--- src/rtl/inequality_pkg.sv ---
// Shared constants and types for the inequality threshold classifier.
package inequality_pkg;

  localparam int unsigned DEF_GT_HI  = 7;
  localparam int unsigned DEF_GE_TOP = 12;
  localparam int unsigned DEF_LT_LO  = 4;

  localparam int unsigned IDX_GT = 2;
  localparam int unsigned IDX_GE = 1;
  localparam int unsigned IDX_LT = 0;

  typedef logic [2:0] flags_t;

  typedef enum logic [1:0] {
    CMP_GT = 2'd0,
    CMP_GE = 2'd1,
    CMP_LT = 2'd2
  } cmp_op_e;

endpackage

--- src/rtl/inequality_cmp.sv ---
// Single unsigned comparator of an operand against a fixed threshold.
module ineq_cmp
  import inequality_pkg::*;
#(
  parameter int unsigned W   = 4,
  parameter cmp_op_e     OP  = CMP_GT,
  parameter logic [W-1:0] THR = '0
) (
  input  logic [W-1:0] a_i,
  output logic         hit_o
);

  always_comb begin
    hit_o = 1'b0;
    case (OP)
      CMP_GT:  hit_o = (a_i >  THR);
      CMP_GE:  hit_o = (a_i >= THR);
      CMP_LT:  hit_o = (a_i <  THR);
      default: hit_o = 1'b0;
    endcase
  end

endmodule

--- src/rtl/inequality.sv ---
// Registered three-way threshold classifier: OUT = {NUM>GT_HI, NUM>=GE_TOP, NUM<LT_LO}.
module inequality
  import inequality_pkg::*;
#(
  parameter int unsigned W      = 4,
  parameter int unsigned GT_HI  = DEF_GT_HI,
  parameter int unsigned GE_TOP = DEF_GE_TOP,
  parameter int unsigned LT_LO  = DEF_LT_LO
) (
  input  logic         clk,
  input  logic         rst_n,
  input  logic         in_valid,
  input  logic [W-1:0] NUM,
  output logic         out_valid,
  output logic [2:0]   OUT
);

  if ((GT_HI >= (1 << W)) || (GE_TOP >= (1 << W)) || (LT_LO >= (1 << W))) begin : g_thr_range
    $error("inequality: thresholds must fit in W bits");
  end

  localparam logic [W-1:0] GT_T = W'(GT_HI);
  localparam logic [W-1:0] GE_T = W'(GE_TOP);
  localparam logic [W-1:0] LT_T = W'(LT_LO);

  flags_t flags;
  flags_t out_d, out_q;
  logic   vld_d, vld_q;

  ineq_cmp #(.W(W), .OP(CMP_GT), .THR(GT_T)) u_gt (.a_i(NUM), .hit_o(flags[IDX_GT]));
  ineq_cmp #(.W(W), .OP(CMP_GE), .THR(GE_T)) u_ge (.a_i(NUM), .hit_o(flags[IDX_GE]));
  ineq_cmp #(.W(W), .OP(CMP_LT), .THR(LT_T)) u_lt (.a_i(NUM), .hit_o(flags[IDX_LT]));

  // Select rather than gate so NUM (possibly X) never reaches the register when idle.
  always_comb begin
    out_d = out_q;
    vld_d = in_valid;
    if (in_valid) out_d = flags;
  end

  always_ff @(posedge clk or negedge rst_n) begin
    if (!rst_n) begin
      out_q <= '0;
      vld_q <= 1'b0;
    end else begin
      out_q <= out_d;
      vld_q <= vld_d;
    end
  end

  assign OUT       = out_q;
  assign out_valid = vld_q;

endmodule

--- config.mk ---
export PLATFORM = sky130hd
export DESIGN_NAME = inequality
export DESIGN_NICKNAME = d
export VERILOG_FILES = /design/src/rtl/inequality_pkg.sv /design/src/rtl/inequality_cmp.sv /design/src/rtl/inequality.sv
export SDC_FILE = /design/constraint.sdc
export NUM_CORES = 1
export LEC_CHECK = 0
export CAP_MARGIN = 20
export CORE_AREA = 2 2 39 41
export DETAILED_ROUTE_END_ITERATION = 12
export DIE_AREA = 0 0 41 43
export GPL_ROUTABILITY_DRIVEN = 0
export PLACE_DENSITY = 0.42
export RECOVER_POWER = 100
export SETUP_SLACK_MARGIN = 0.5
export SKIP_LAST_GASP = 1
export SLEW_MARGIN = 15
export SYNTH_ARGS = -nofsm -noshare
export SYNTH_HDL_FRONTEND = slang
export SYNTH_SLANG_ARGS = --single-unit
--- constraint.sdc ---
create_clock -name clk -period 0.8 [get_ports clk]
set_input_delay 0.16 -clock clk [delete_from_list [all_inputs] [get_ports clk]]
set_output_delay 0.16 -clock clk [all_outputs]
set_load 0.01 [all_outputs]
# [Word level (Yosys, flattened, before mapping)]
# Cells that the tools add are included.
[word_totals] regBits=4 latchBits=0 mem_bits_rw=0 rom_bits=0 out_inout_bits=4 word_cells=5 memories=0
[classes] n_addsub=0 mul=0 div_mod_pow=0 order_cmp=3 eq_ne=0 shift=0 muxes=0 bitwise_logic=0 reduce_logical=0
[ops] operator="$ge 4x4->1 const B" count=1
[ops] operator="$gt 4x3->1 const B" count=1
[ops] operator="$lt 4x3->1 const B" count=1

# [Logic depth before layout (Yosys ltp)]
[depth] depth_word=1 mapped_depth=2 mapped_depth_nobuf=2

# [By module]
# Synthesis repeated with hierarchy kept, for this count alone.
[unflattened] cells_unflattened=10 hier_area_um2=147.6
[modules_own_cells] module="inequality" n_inst=1 cells_each=7 area_each_um2=133.9 seq_area_each_um2=100.1
[modules_own_cells] module="ineq_cmp at u_gt ..." n_inst=2 cells_each=1 area_each_um2=3.8 seq_area_each_um2=0.0
[modules_own_cells] module="ineq_cmp at u_ge" n_inst=1 cells_each=1 area_each_um2=6.3 seq_area_each_um2=0.0

# [Worst setup path after synthesis]
# No wires, ideal clock.
[synth_path] kind="reg-to-reg" startpoint="reg OUT[2] (netlist name)" endpoint="reg out_q[2] (netlist: OUT[2])" arrival_time_ns=0.645 required_time_ns=0.675 path_slack_ns=0.031 stages_incl_launch_ff=2 path_buffers=0 synth_period_minus_slack_ns=0.769 cell_sequence="dfrtp_1 -> mux2_2"
[synth_rtl] element="end signal: assignment" line="inequality.sv:46" rtl="out_q <= out_d;"
[synth_rtl] element="end: declaration" line="inequality.sv:27" rtl="flags_t out_d, out_q;"

# [Worst setup path in the final report]
[layout_path] startpoint="reg out_q[2] (netlist: OUT[2])" endpoint="out OUT[2]"
[layout_rtl] element="end: declaration" line="inequality.sv:15" rtl="output logic [2:0] OUT"
# No word-level cell between the ends.

==> key figures <==
Run status
  • Outcome: finished, violations left
  • Failing checks: negative hold slack, negative setup slack

STA
  • Final Hold Viols: 4
  • Slew headroom: 0.8574
  • Final setup fails: 6
  • Worst-margin pin slew: roughly 210 ps
  • Post-layout worst setup margin: -98.37 ps
  • Period utilization: 1.123
  • Setup TNS: -487.9 ps
  • RSZ-0062 raised after global routing: true
  • Final min period: ~900 ps
  • Worst hold margin: -251.1 ps
  • Fmax: ~1100 MHz
  • Final clock skew: 0 ps
  • Final Max Slew Viols: 0

Yosys
  • Gate count after technology mapping: 10
  • YS warnings: 0
  • Netlist cell types: 6
  • Syn_area_per_cell: 14.01 um^2
  • Register area share after synthesis: 0.7143
  • Post-synthesis register bit count: 4
  • Syn Nets: 17
  • Post-Syn Area: 140.1 um^2

Detailed routing
  • Detailed Route WL: approximately 390 um
  • Pre-antenna DRT Iters: 4
  • Post-DRT Antenna Nets: 0
  • Drt drc: 0
  • Via count: 134
  • Wirelength per Cell: 9.463 um
  • DR vias/cell: approximately 3.3
  • Drt initial violations: 3

Finish
  • Post-layout net count: 34
  • FF/Latch Area: roughly 100 um^2
  • Area Overhead vs Synth: 89.29%
  • Antenna diodes: 0
  • # fillers: 158
  • Area of the multi-input gates: 40.04 um^2
  • Final instance area: 265.3 um^2
  • Finished Core Util: 0.1917
  • Layout cell share with drive strength beyond 1: 0.5600

Power and ir drop
  • Leakage: roughly 0.13 nW
  • Sw Pwr: about 0.00012 W
  • Clock group share of total power: 0.434
  • Worst vdd rail ir drop: approximately 0.55 mV
  • Sequential share of power: 0.406
  • Power per cell area: roughly 2100 nW/um^2
  • Design Power: about 0.00056 W
  • Internal power: approximately 0.00044 W
  • Logic pwr share: 0.160
  • Switching part of the total power: 0.2145

Clocking
  • CTS Root Cell: clkbuf_4
  • CTS max path bufs: 2
  • CTS tree: done
  • Number of buffers created by CTS: 3
  • CTS Hold Bufs: 0
  • Clk Latency, worst-skew pair: approximately 230 ps
  • H-Tree Depth: 1
  • Clock slew at reported path FFs: ~40 ps
  • CTS sink cnt: 4

Floorplanning
  • Row cnt: 14
  • Die area: around 1800 um^2
  • Starting density of the core: 0.1013
  • Core area: 1384 um^2
  • Die extent in y: 43 um
  • I/O pins: 11
  • Die width: 41 um

Job
  • MaxCap Viol Count: 0

Global route
  • Antenna violations before repair: 0
  • GRT Overall Usage: 0.05444
  • Pin count of the biggest net entering global routing: 5
  • Global-route wire length before repair: 524 um
  • Grt total ovfl: 0
  • Number of global-route vias before repair: 127

Place
  • Worst Setup Slack post-DPL: -356.5 ps
  • Dpl cell area: between 200 and 250 um^2
  • IO Port Bufs: 8

Setup path
  • Worst Setup Start Kind: register
  • Buffers and inverters on the worst path: 1
  • CP max FO: 2
  • Critical path type: reg2out
  • CP arrival: approximately 740 ps
  • CP required: around 640 ps
  • CP delay by family, top: flip-flops
  • Critical Path Slowest Stage Cell: dfrtp_1
  • Crit end category: output pin
  • Worst path max stage delay: between 300 and 400 ps
  • Critical-path cell list: buf_2

Min path
  • Hold WC Path Type: in2async
-- sequential cells by signal, indices dropped and copies added, names as in the netlist --
register,flops
OUT,3
out_valid,1
-- per-stage QoR --
step	hold slack, ps	cells
2_1_floorplan	-135.6	10
3_3_place_gp	366.8	35
3_5_place_dp	372.0	35
4_1_cts	121.3	39
5_1_grt	-247.4	41
6_report	-251.1	41
-- power by group through the flow --
stage	Combinational (W)	Sequential (W)	Clock, W
2_1_floorplan	0.0000150	0.000237	0
5_1_grt	0.0000983	0.000229	0.000272
3_3_place_gp	0.0000871	0.000230	0
4_1_cts	0.0000745	0.000228	0.000260
6_report	0.0000900	0.000228	0.000243
3_5_place_dp	0.0000885	0.000231	0
-- Yosys cell counts (all sizes together) --
library cell	count	area share
o21ai	1	0.036
nand3	1	0.036
nor2	1	0.027
mux2	2	0.16
inv	1	0.027
dfrtp	4	0.71
-- logic make-up (layout without fill, tap and decap cells) --
kind of cell | after synthesis | after routing | share of synthesized area
flip-flops | 4 | 4 | 0.7143
AND/OR/NAND/NOR | 2 | 2 | 0.06244
multiplexers | 2 | 2 | 0.1607
buffers and inverters | 1 | 16 | 0.02676
AO/OA/AOI/OAI | 1 | 1 | 0.03568
-- path summary, 6_finish.rpt --
path                                from        end  slack, ps  cells past startpoint
worst max register to register    OUT[0]     OUT[0]        -70                      2
worst min register to register    OUT[2]     OUT[2]        590                      2
max in group asynchronous          rst_n     OUT[2]        870                      1
worst max-delay path              OUT[2]     OUT[2]       -100                      1
min in group clk                in_valid  out_valid        240                      2
worst min-delay path               rst_n  out_valid       -250                      1
-- layer usage --
| layer | vias up | share of wire | global-route usage |
|---|---|---|---|
| met5 | - | 0 | 0 |
| met4 | 0 | 0 | 0.06000 |
| met3 | 0 | 0.18 | 0.06806 |
| met2 | 9 | 0.43 | 0.05000 |
| met1 | 61 | 0.40 | 0.05212 |
| li1 | 64 | - | - |
-- final cells by class --
cell class	instances	area share
clock buffer	3	0.08491
inverter	1	0.01415
multi-input combinational	5	0.1509
sequential	4	0.3774
tap	16	0.07547
timing repair buffer	12	0.2972
-- timing repair --
action	CTS	global route
buffers inserted	1	2
hold endpoints to repair	0	4
gates resized for setup	22	4
pin swaps	0	1
setup endpoints to repair	8	11
-- cell usage in the layout (no fill, tap or decap) --
master / count
dfrtp_1: 4
buf_2: 4
clkbuf_4: 3
buf_4: 3
dlygate4sd2_1: 2
clkbuf_1: 2
nor2_1: 1
mux2_4: 1
inv_2: 1
nand3_1: 1
o21ai_1: 1
mux2_2: 1
buf_6: 1
Note: power is estimated with default switching activity, not from simulation.
